===== src/rtl/register_pkg.sv =====
// Shared helpers for storage blocks: even parity over any width up to PAR_MAX_W.
package register_pkg;

  localparam int PAR_MAX_W = 1024;

  // Zero-extension does not change parity, so callers pad narrower data.
  function automatic logic even_parity(input logic [PAR_MAX_W-1:0] v);
    return ^v;
  endfunction

endpackage


===== src/rtl/parity_gen.sv =====
// Even-parity generator: one bit that makes the total count of ones even.
module parity_gen
  import register_pkg::*;
#(
  parameter int WIDTH = 32
) (
  input  logic [WIDTH-1:0] d,
  output logic             par
);

  logic [PAR_MAX_W-1:0] d_ext;

  assign d_ext = PAR_MAX_W'(d);
  assign par   = even_parity(d_ext);

endmodule


===== src/rtl/register_en_clr.sv =====
// Pipeline register with load enable and synchronous clear (flush).
// Optional stored parity and sticky perr flag under `REGISTER_PARITY_EN.
module register_en_clr
  import register_pkg::*;
#(
  parameter int               WIDTH     = 32,
  parameter logic [WIDTH-1:0] RESET_VAL = '0
) (
  input  logic             clk,
  input  logic             rst_l,
  input  logic             en,
  input  logic             clear,
  input  logic [WIDTH-1:0] D,
`ifdef REGISTER_PARITY_EN
  output logic             perr,
`endif
  output logic [WIDTH-1:0] Q
);

  logic [WIDTH-1:0] q_r;

  // rst_l is active-high; clear outranks en so a flush drops any pending load.
  always_ff @(posedge clk) begin
    if (rst_l)      q_r <= RESET_VAL;
    else if (clear) q_r <= RESET_VAL;
    else if (en)    q_r <= D;
  end

  assign Q = q_r;

`ifdef REGISTER_PARITY_EN
  localparam logic RST_PAR = even_parity(PAR_MAX_W'(RESET_VAL));

  logic d_par, q_par, par_r, perr_r;

  parity_gen #(.WIDTH(WIDTH)) u_par_d (.d(D),   .par(d_par));
  parity_gen #(.WIDTH(WIDTH)) u_par_q (.d(q_r), .par(q_par));

  // perr is sticky: only reset or clear bring it back down.
  always_ff @(posedge clk) begin
    if (rst_l || clear) begin
      par_r  <= RST_PAR;
      perr_r <= 1'b0;
    end else begin
      if (en) par_r <= d_par;
      perr_r <= perr_r | (q_par ^ par_r);
    end
  end

  assign perr = perr_r;
`endif

endmodule


===== config.mk =====
export PLATFORM = sky130hd
export DESIGN_NAME = register_en_clr
export DESIGN_NICKNAME = d
export VERILOG_FILES = /design/src/rtl/register_pkg.sv /design/src/rtl/parity_gen.sv /design/src/rtl/register_en_clr.sv
export SDC_FILE = /design/constraint.sdc
export NUM_CORES = 1
export LEC_CHECK = 0
export ABC_AREA = 1
export CORE_UTILIZATION = 58
export CTS_BUF_LIST = sky130_fd_sc_hd__clkbuf_4 sky130_fd_sc_hd__clkbuf_8
export DETAILED_ROUTE_END_ITERATION = 10
export DONT_BUFFER_PORTS = 1
export GPL_ROUTABILITY_DRIVEN = 1
export PLACE_DENSITY = 0.7
export SETUP_SLACK_MARGIN = 0.5
export SLEW_MARGIN = 30
export SYNTH_ARGS = -nofsm -noshare
export SYNTH_HDL_FRONTEND = slang
export SYNTH_HIERARCHICAL = 1
export SYNTH_SLANG_ARGS = --single-unit

===== constraint.sdc =====
create_clock -name clk -period 1.33 [get_ports clk]
set_input_delay 0.266 -clock clk [delete_from_list [all_inputs] [get_ports clk]]
set_output_delay 0.266 -clock clk [all_outputs]
set_load 0.05 [all_outputs]

# Word level (Yosys, flattened, before mapping)

Index checks and enable logic that the tools add are counted.

Add/sub/neg operators: 0
Multiply operators: 0
Divide/modulo/power cells: 0
Magnitude comparators: 0
Equal/unequal tests: 0
Shift operators: 0
Muxes and demuxes: 0
Bitwise logic cells: 0
Reductions and logical operators: 1

Operator list:

| kind             | number |
|---|---|
| $reduce_or A2 Y1 | 1 |

Flip-flop bits (word level): 32
Bits in latches: 0
RAM bits: 0
Bits in read-only memories: 0
Input port bits: 36
Output and inout port bits: 32
Word-level logic and storage cells: 2
Memories kept: 0

# Depth between registers and ports, before layout

Gate-level depths: netlist (run 1).

Depth in word-level cells: 1
Mapped depth: 5

# Worst setup path before layout (run 1)

No wires, ideal clock.

Path kind: register to output
Start point: register q_r[0], in the netlist Q[0]
End point: output port Q[0]
Arrival time: 0.603 ns
Data required time: 1.064 ns
Slack: 0.461 ns
Stages on the path, launching flop included: 1
Buffers on the path: 0
Cells stage by stage: dfxtp_1

RTL lines:

| element                | line                  | text |
|---|---|---|
| from (decl)            | register_en_clr.sv:20 | `logic [WIDTH-1:0] q_r;` |
| from (signal assigned) | register_en_clr.sv:24 | `if (rst_l) q_r <= RESET_VAL;` |
| from (signal assigned) | register_en_clr.sv:25 | `else if (clear) q_r <= RESET_VAL;` |
| from (signal assigned) | register_en_clr.sv:26 | `else if (en) q_r <= D;` |
| to (decl)              | register_en_clr.sv:17 | `output logic [WIDTH-1:0] Q` |

No word-level cell between the ends.

# Worst setup path in the final report (run 1)

Start point: register q_r[29], in the netlist Q[29]
End point: output port Q[29]

No word-level cell between the ends.

==> results of run 1 <==
## layout make-up
class | count | area [sq um] | share of cell area [%]
clock inverter | 1 | 5.00 | 0.342
multi-input combinational | 129 | 492 | 33.6
tap | 28 | 35.0 | 2.39
sequential | 32 | 761 | 51.9
timing repair buffer | 1 | 7.51 | 0.512
inverter | 32 | 120 | 8.20
clock buffer | 6 | 45.0 | 3.07
## layer usage
metal  part of all wire (%)  up-vias  wire (microns)
met5                      0        -               0
met4                    1.3        0              29
met3                    7.9        5             183
met2                     48       42            1110
met1                     43      445             988
li1                       -      566               -
## power by group through the flow
| stage | clock [W] | sequential [W] | combinational, W |
|---|---|---|---|
| finish | 0.000507 | 0.00114 | 0.000128 |
| global placement | 0 | 0.00120 | 0.000122 |
| global route | 0.000565 | 0.00114 | 0.000156 |
| CTS | 0.000521 | 0.00114 | 0.000129 |
| detailed placement | 0 | 0.00120 | 0.000129 |
| floorplan | 0 | 0.00119 | 0.000158 |
## synth_stat cells, drive strengths merged
master  instances  area share [%]
dfxtp          32              47
nand2          64              18
buf            10             7.5
nor2           65              19
inv            32             8.9
## through the flow
step                      area, sq um  hold slack (ps)  util, %  cells  worst slack, ps
after floorplan                  1390              415        -    203              542
after global placement           1340              403     60.4    222              459
after detailed placement         1340              409     60.4    222              414
after CTS                        1470             69.4     66.2    229              280
after global routing             1470             59.5     66.2    229              255
final                            1470             88.5     66.2    229              293
## cells in the final DEF, fill, tap and decap left out
cell | synthesis | layout
nor2_1 | 64 | 64
nand2_1 | 64 | 64
dfxtp_4 | 0 | 32
inv_1 | 32 | 32
clkbuf_4 | 0 | 6
nor2_4 | 1 | 1
clkinv_2 | 0 | 1
buf_4 | 3 | 1
## logic make-up (layout without fill, tap and decap cells)
family | Yosys count | in the layout | synth area share, %
simple gates | 129 | 129 | 36.3
buf+inv | 42 | 40 | 16.4
flops | 32 | 32 | 47.3
## timing repair
item	4_1_cts	5_1_grt
gates resized for setup	32	0
pin swaps	0	0
setup endpoints to repair	32	32
## worst max path at each step
stage	to	depth (start not counted)	slack [ps]	from
2_1_floorplan	Q[0]	4	540	en
3_3_place_gp	Q[20]	4	460	clear
3_5_place_dp	Q[3]	4	410	clear
4_1_cts	Q[29]	0	280	Q[29]
5_1_grt	Q[29]	0	250	Q[29]
6_report	Q[29]	0	290	Q[29]
==> out/results.ini, run 1 <==
[critical_path]
rr_startpoint=Q[19]
rrSetupSlack_ps=630
cp_max_fo=2
crit_arrival_ps=770
cp-end-kind=output port
r2r_cells=2
cp-start-kind=register
crit_required_ps=1060
r2r_end=Q[19]
worstSetupPathType=register to output port

[placement]
dp_hpwl_microns=1510
portBuffers=0
place.gp.congestion=0.587

[worst_hold_path]
hold_start=en
min_to=Q[2]
hold_class=primary input to register
whs_path_depth=2

[final_layout]
nNetsFinal=237
drive_gt1_share_pct=20.4
largest_reg_flops=32
antenna_cells=0
n_fill_cell=220
areaGrowthSynthToFinish_pct=8.23

[clock_network]
clkTransAtPathRegs_ps=90
post_cts_buffers=0
root_buffer=clkbuf_4
cts_sinks=32
htree_levels=2
insertion_delay_ps=310
cts_made_buffers=5
ctsHoldBuffers=0
ctsLongestPathBuffers=2
cts_tree=yes

[yosys]
syn_area_sq_um=1350
synthDistinctLibCells=7
yosysSeqAreaShare_pct=47.3
ys_warn_count=6
synth-seq-cells=32
syn-num-nets=239
netlist_instances=203
syn_area_per_cell_sq_um=6.67

[timing]
setup_viol=0
slew_headroom_pct=79.2
fin_setup_tns_ps=0
skew_ps=0
period_share_pct=78.0
rsz0062_at_grt=yes
worst_pin_slew_ps=311
fmax_mhz=964
min_period_ps=1040
hold_viol_final=0
slew_violations=0

[global_route]
grtUsageMet3_pct=8.18
grt_overflow=0
grt.total_usage_pct=20.2
grt.busiest_layer=met2
grt_pass1_vias=960
use_met2_pct=36.7
grt_max_degree=65
grt_pass1_wl_microns=3790
use_met1_pct=19.7
antenna_found_initial=0

[detailed_routing]
detail_route.wl_per_cell_microns=10.1
wl_microns=2310
via_count=1058
remaining_drc_errors=0
drt_iter0_markers=9
ant_nets=0
viasPerCell=4.62
first_pass_iters=4

[run_status]
outcome=complete, no violations

[power_and_ir_drop]
power_w=0.00177
pwr-share-comb_pct=7.2
seq_power_share_pct=64.2
vdd_ir_drop_max_uv=851
clockPowerShare_pct=28.6
p_int_w=0.00124
p_sw_share_pct=30.1
leakage_nw=0.744
switching_power_w=0.000534
p_per_area_nw_per_um2=1210

[die]
fp.dieW_microns=50.3
die_y_microns=50.3
initial_core_util_pct=61.2
rows=17
die_area_sq_um=2530
core_area_sq_um=2210
io_pins=68

[flow_run]
cap_violations=0

(Power assumes the default switching activity.)
==> run 2, diff against run 1 <==
Clock period 1.33 ns to 0.98 ns, I/O delays scaled along.
==> out/results.ini, run 2 (synthesized netlist as in run 1, its figures left out) <==
[power_and_ir_drop]
seq_power_share_pct=62.4
switching_power_w=0.000741
leakage_nw=0.748
clockPowerShare_pct=29.2
pwr-share-comb_pct=8.4
p_sw_share_pct=29.7
p_int_w=0.00175
p_per_area_nw_per_um2=1570
vdd_ir_drop_max_uv=1230

[global_route]
grt_pass1_vias=919
antenna_found_initial=0
grt_max_degree=65
grt_pass1_wl_microns=3860
grt_overflow=0
grt.total_usage_pct=20.7

[critical_path]
worstSetupPathType=register to output port
crit_required_ps=780
crit_arrival_ps=780
cp-start-kind=register
cp_max_fo=2
cp-end-kind=output port

[worst_hold_path]
hold_class=primary input to register

[timing]
period_share_pct=99.2
setup_viol=0
skew_ps=0
hold_viol_final=0
slew_headroom_pct=87.9
worst_pin_slew_ps=182
fmax_mhz=1030
min_period_ps=972
worst_hold_slack_ps=1.08
rsz0062_at_grt=yes
slew_violations=0

[final_layout]
n_fill_cell=181
areaGrowthSynthToFinish_pct=17.2
drive_gt1_share_pct=32.7
antenna_cells=0
final_cell_mix=nand2_1, nor2_1, dfxtp_4, inv_1, nor2_2
nNetsFinal=237
largest_reg_flops=32
layout_commonest_cell=nand2_1
instances_no_fill=230

[detailed_routing]
remaining_drc_errors=0
detail_route.wl_per_cell_microns=10.4
ant_nets=0
first_pass_iters=6
wl_microns=2400
drt_iter0_markers=12
viasPerCell=4.64
via_count=1068

[clock_network]
cts_made_buffers=5
htree_levels=2
ctsLongestPathBuffers=2
cts_sinks=32
root_buffer=clkbuf_4
cts_tree=yes
insertion_delay_ps=320
clkTransAtPathRegs_ps=90
post_cts_buffers=0

[die]
fp.dieW_microns=50.3
initial_core_util_pct=61.2
die_y_microns=50.3
io_pins=68
die_area_sq_um=2530
rows=17
core_area_sq_um=2210

[placement]
dp_hpwl_microns=1580
portBuffers=0
place.gp.congestion=0.576
dp.cells=222

[flow_run]
cap_violations=0

[run_status]
outcome=complete, no violations

## run 2: cell types whose count changed in the layout (fill, tap and decap cells not counted), sizes merged
| cell | before | now |
|---|---|---|
| clkbuf | 6 | 7 |
## run 2: layer usage
metal | vias to the layer above | wire, microns | track usage (%)
met3 | 5 | 199 | 11.5
met1 | 449 | 1080 | 22.0
li1 | 570 | - | -
met5 | - | 0 | 0
met2 | 44 | 1090 | 33.8
met4 | 0 | 31 | 8.33
## run 2: power groups by stage
stage          Combinational, W  Sequential [W]  Clock [W]
2_1_floorplan          0.000220         0.00156          0
3_3_place_gp           0.000170         0.00157          0
3_5_place_dp           0.000179         0.00158          0
4_1_cts                0.000192         0.00155   0.000762
5_1_grt                0.000248         0.00156   0.000825
6_report               0.000210         0.00156   0.000727
## run 2: worst paths after layout
check | cells after the start | end | slack, ps | start
setup / recovery | 0 | Q[6] | 8 | Q[6]
hold / removal | 2 | Q[21] | 1 | en
setup reg to reg | 2 | Q[0] | 280 | Q[0]
hold reg to reg | 2 | Q[14] | 560 | Q[14]
## run 2: timing repair
action / 4_1_cts / 5_1_grt
resized for setup: 8 / 25
endpoints found under the setup margin: 64 / 64
pin swaps: 61 / 0
endpoints found under the hold margin: 26 / 22
## run 2: stage by stage
| step | power [W] | setup WS [ps] | TNS (ps) | util (%) | area [sq um] |
|---|---|---|---|---|---|
| 6_report | 0.00249 | 8.05 | 0 | 71.7 | 1590 |
| 5_1_grt | 0.00264 | -38.0 | -987 | 71.7 | 1590 |
| 4_1_cts | 0.00250 | -9.58 | -43.2 | 68.0 | 1500 |
| 3_5_place_dp | 0.00176 | 257 | 0 | 64.5 | 1430 |
| 3_3_place_gp | 0.00174 | 291 | 0 | 64.5 | 1430 |
| 2_1_floorplan | 0.00179 | 314 | 0 | - | 1490 |
## run 2: cell type report
class | instances | area (sq um) | area share, %
inverter | 32 | 120 | 7.57
sequential | 32 | 761 | 47.9
clock inverter | 1 | 3.75 | 0.237
clock buffer | 7 | 52.6 | 3.31
multi-input combinational | 129 | 594 | 37.5
tap | 28 | 35.0 | 2.21
timing repair buffer | 1 | 20.0 | 1.26
## run 2: worst register-to-register path: cells and delay by family, from the launching register on
family           cells  cell delay (ps)
flip-flops           1              420
AND/OR/NAND/NOR      2              180
